## src/rtl/alu_mul_seq.sv

```systemverilog
// 6x6 unsigned shift-add multiplier that drives an external 6-bit ALU for its adds.
// One add-and-shift per clock for six clocks, with a start/done handshake.
module alu_mul_seq (
  input  logic        clk,
  input  logic        reset,
  input  logic        start,
  input  logic [5:0]  multiplicand,
  input  logic [5:0]  multiplier,
  output logic [11:0] product,
  output logic        busy,
  output logic        done,
  output logic [5:0]  alu_a,
  output logic [5:0]  alu_b,
  output logic        alu_carry_in,
  output logic [3:0]  alu_op,
  input  logic [5:0]  alu_result,
  input  logic        alu_carry_out
);

  typedef enum logic [1:0] {IDLE, CALC, DONE} state_t;

  state_t      state, next_state;
  logic [5:0]  m_reg;
  logic [5:0]  acc_hi;
  logic [5:0]  acc_lo;
  logic [2:0]  cnt;
  logic        load;
  logic        step;

  always_ff @(posedge clk or posedge reset) begin
    if (reset) state <= IDLE;
    else       state <= next_state;
  end

  // A start is only honoured when no multiply is in flight.
  always_comb begin
    next_state = state;
    load       = 1'b0;
    step       = 1'b0;
    case (state)
      IDLE: begin
        if (start) begin
          load       = 1'b1;
          next_state = CALC;
        end
      end
      CALC: begin
        step = 1'b1;
        if (cnt == 3'd5) next_state = DONE;
      end
      DONE: begin
        if (start) begin
          load       = 1'b1;
          next_state = CALC;
        end else begin
          next_state = IDLE;
        end
      end
      default: next_state = IDLE;
    endcase
  end

  // The ALU carry shifts into acc_hi[5], so the 13-bit {carry,sum,lo} shift loses nothing.
  always_ff @(posedge clk or posedge reset) begin
    if (reset) begin
      m_reg  <= 6'd0;
      acc_hi <= 6'd0;
      acc_lo <= 6'd0;
      cnt    <= 3'd0;
    end else if (load) begin
      m_reg  <= multiplicand;
      acc_hi <= 6'd0;
      acc_lo <= multiplier;
      cnt    <= 3'd0;
    end else if (step) begin
      acc_hi <= {alu_carry_out, alu_result[5:1]};
      acc_lo <= {alu_result[0], acc_lo[5:1]};
      cnt    <= cnt + 3'd1;
    end
  end

  assign product      = {acc_hi, acc_lo};
  assign busy         = (state == CALC);
  assign done         = (state == DONE);
  assign alu_a        = acc_hi;
  assign alu_b        = acc_lo[0] ? m_reg : 6'd0;
  assign alu_carry_in = 1'b0;
  assign alu_op       = 4'b0010;

endmodule

```

## config.mk

```make
export PLATFORM = sky130hd
export DESIGN_NAME = alu_mul_seq
export DESIGN_NICKNAME = d
export VERILOG_FILES = /design/src/rtl/alu_mul_seq.sv
export SDC_FILE = /design/constraint.sdc
export NUM_CORES = 1
export LEC_CHECK = 0
export ABC_AREA = 1
export CORE_MARGIN = 3
export CORE_UTILIZATION = 43
export CTS_BUF_LIST = sky130_fd_sc_hd__clkbuf_8
export CTS_CLUSTER_SIZE = 28
export DETAILED_ROUTE_END_ITERATION = 12
export PLACE_DENSITY = 0.84
export SYNTH_ARGS = -nofsm -noshare
export SYNTH_HDL_FRONTEND = slang
export SYNTH_SLANG_ARGS = --single-unit
```

## constraint.sdc

```tcl
create_clock -name clk -period 1.3 [get_ports clk]
set_clock_uncertainty 0.05 [all_clocks]
set_input_delay 0.195 -clock clk [delete_from_list [all_inputs] [get_ports clk]]
set_output_delay 0.195 -clock clk [all_outputs]
set_load 0.03 [all_outputs]
```

==> metrics.yaml <==
synthesis:
  syn_inst: 151
  synth_warnings: 0
  synthesis.area_um2: 1180
  ys_seq_area_share_pct: 48.7
  synth_seq_cells: 23
  ys_types: 17
  avgSynthCellArea_um2: 7.83
global_routing:
  grt_overflow: 0
  grtUsageTotal_pct: 16.9
  grt_max_degree: 24
  grt_pass1_wl_um: 4490
  grt_pass1_vias: 1076
  antenna_found_initial: 0
clock_tree:
  clk_pin_slew_ps: 80
  cts_made_buffers: 3
  clock_latency_ps: 260
  cts_buffer_depth: 2
  cts_sinks: 23
  cts_tree: "built"
  cts-root-buf: "clkbuf_8"
  htreeDepth: 1
floorplan:
  dieWidth_um: 58.4
  io_pins: 53
  die_y_um: 58.4
  core.rowCount: 18
  start_util_pct: 46.5
  core_um2: 2540
  dieArea_um2: 3410
detailed_routing:
  vias_per_cell: 4.69
  wl_um: 2780
  drc: 0
  dr.pass1.iters: 4
  antenna_left: 0
  vias: 1088
  post_drt_wl_per_cell_um: 12.0
  drt_iter0_markers: 33
sta:
  period_minus_slack_ps: 1330
  rsz0062_at_grt: "true"
  setup_viol: 8
  final.setup.worst_slack_ps: -26.2
  final_hold_viol_count: 0
  setup_tns_ps: -104
  fmax_mhz: 754
  finalCritPeriodShare_pct: 102
  finalHoldWorstSlack_ps: 217
  slew_viol_final: 0
run_status:
  outcome: "finished, violations left"
  violations: "setup timing"
finish:
  finalInstanceArea_um2: 1690
  layout_common_cells: "71 x nand2_1, 22 x buf_4, 21 x dfrtp_1, 21 x clkdlybuf4s50_1, 17 x inv_1"
  syn_to_final_growth_pct: 43.0
  num-nets-final: 227
  layout_commonest_cell: "nand2_1"
  fin_cells: 232
  post-route-util_pct: 66.4
  drive_gt1_share_pct: 24.3
  n_antenna_cell: 0
setup_path:
  crit_chain: "buf_4 > nor2_4 > buf_6"
  endpoint_kind: "primary output"
  crit_required_ps: 1050
  critical_path_class: "flip-flop to primary output"
  cp-start-kind: "flip-flop"
  worst-path-buf-inv: 2
  cp_slowest_stage_delay_ps: 410
  cp_max_fo: 4
  critPathSlowestCell: "dfrtp_1"
  crit_family: "flip-flops"
  arrival_ps: 1080
worst_hold_path:
  hold_class: "input pin to async pin"
place:
  gp_congestion: 0.753
  dpl.hpwl_um: 2030
  dp.cells: 224
  placed_area_um2: 1600
  portBuffers: 47
  preCtsSetupSlack_ps: -74.8
pwr:
  ir_drop_mv: 1.74
  p_leak_nw: 0.969
  power_mw: 4.50
  power.density_nw_per_um2: 2660
job:
  cap_violations: 0
-- worst paths after layout --
| kind | slack (ps) | depth (start not counted) | from | endpoint |
|---|---|---|---|---|
| setup reg to reg | -20 | 6 | state[0] | m_reg[0] |
| hold reg to reg | 430 | 2 | m_reg[4] | m_reg[4] |
| setup / recovery | -30 | 3 | state[1] | busy |
| hold / removal | 220 | 3 | reset | alu_a[2] |
| max in group asynchronous | 740 | 3 | reset | acc_lo[0] |
| min in group clk | 410 | 3 | multiplicand[4] | m_reg[4] |
-- tightest hold or removal path, cell delays in order --
cell and delay [ps]:
clkdlybuf4s50_1 390, inv_1 50, buf_4 280
-- timing repair --
item | in CTS | in global routing
pin swaps | 2 | 4
gates resized for setup | 19 | 22
endpoints found under the setup margin | 12 | 28
hold buffers | 0 | 0
setup buffers | 2 | 2
-- synth_stat cells (all sizes together) --
cell	count	area, um2
a21oi	1	5.00
or2	1	6.26
nand2	75	297
nand3	7	35.0
conb	2	7.51
nor2	5	26.3
xor2	1	8.76
dfrtp	23	576
inv	19	78.8
o21ai	1	5.00
buf	14	113
ha	2	25.0
-- metal layers --
layer,vias to the layer above,wire length [um],global-route usage (%),share of wire (%)
met2,39,1400,29.0,50
met5,-,0,0,0
li1,530,-,-,-
met3,4,188,3.51,6.8
met4,0,25,6.62,0.90
met1,515,1170,20.7,42
-- report_power, final --
part           switching, mW  total (mW)  internal, mW
combinational           1.68        2.68         0.997
clock                  0.223       0.434         0.211
sequential             0.311        1.39          1.08
total                   2.22        4.50          2.28
-- kinds of logic (layout without fill, tap and decap cells) --
kind of cell / Yosys count / after routing / synth area share, %
xor gates and xnor gates: 1 / 1 / 0.741
DFF: 23 / 23 / 48.7
adders and majority gates: 2 / 2 / 2.12
and+or+nand+nor: 88 / 88 / 30.8
other: 2 / 5 / 0.635
AOI/OAI and AO/OA: 2 / 2 / 0.846
buffers and inverters: 33 / 81 / 16.2
-- final cells by class --
type / count / area, um2
Inverter: 19 / 81.3
Fill cell: 218 / 855
Tap cell: 30 / 37.5
Multi-Input combinational cell: 98 / 447
Timing Repair Buffer: 58 / 502
Clock inverter: 1 / 3.75
Clock buffer: 3 / 41.3
Sequential cell: 23 / 578
Note: power is estimated with default switching activity, not from simulation.
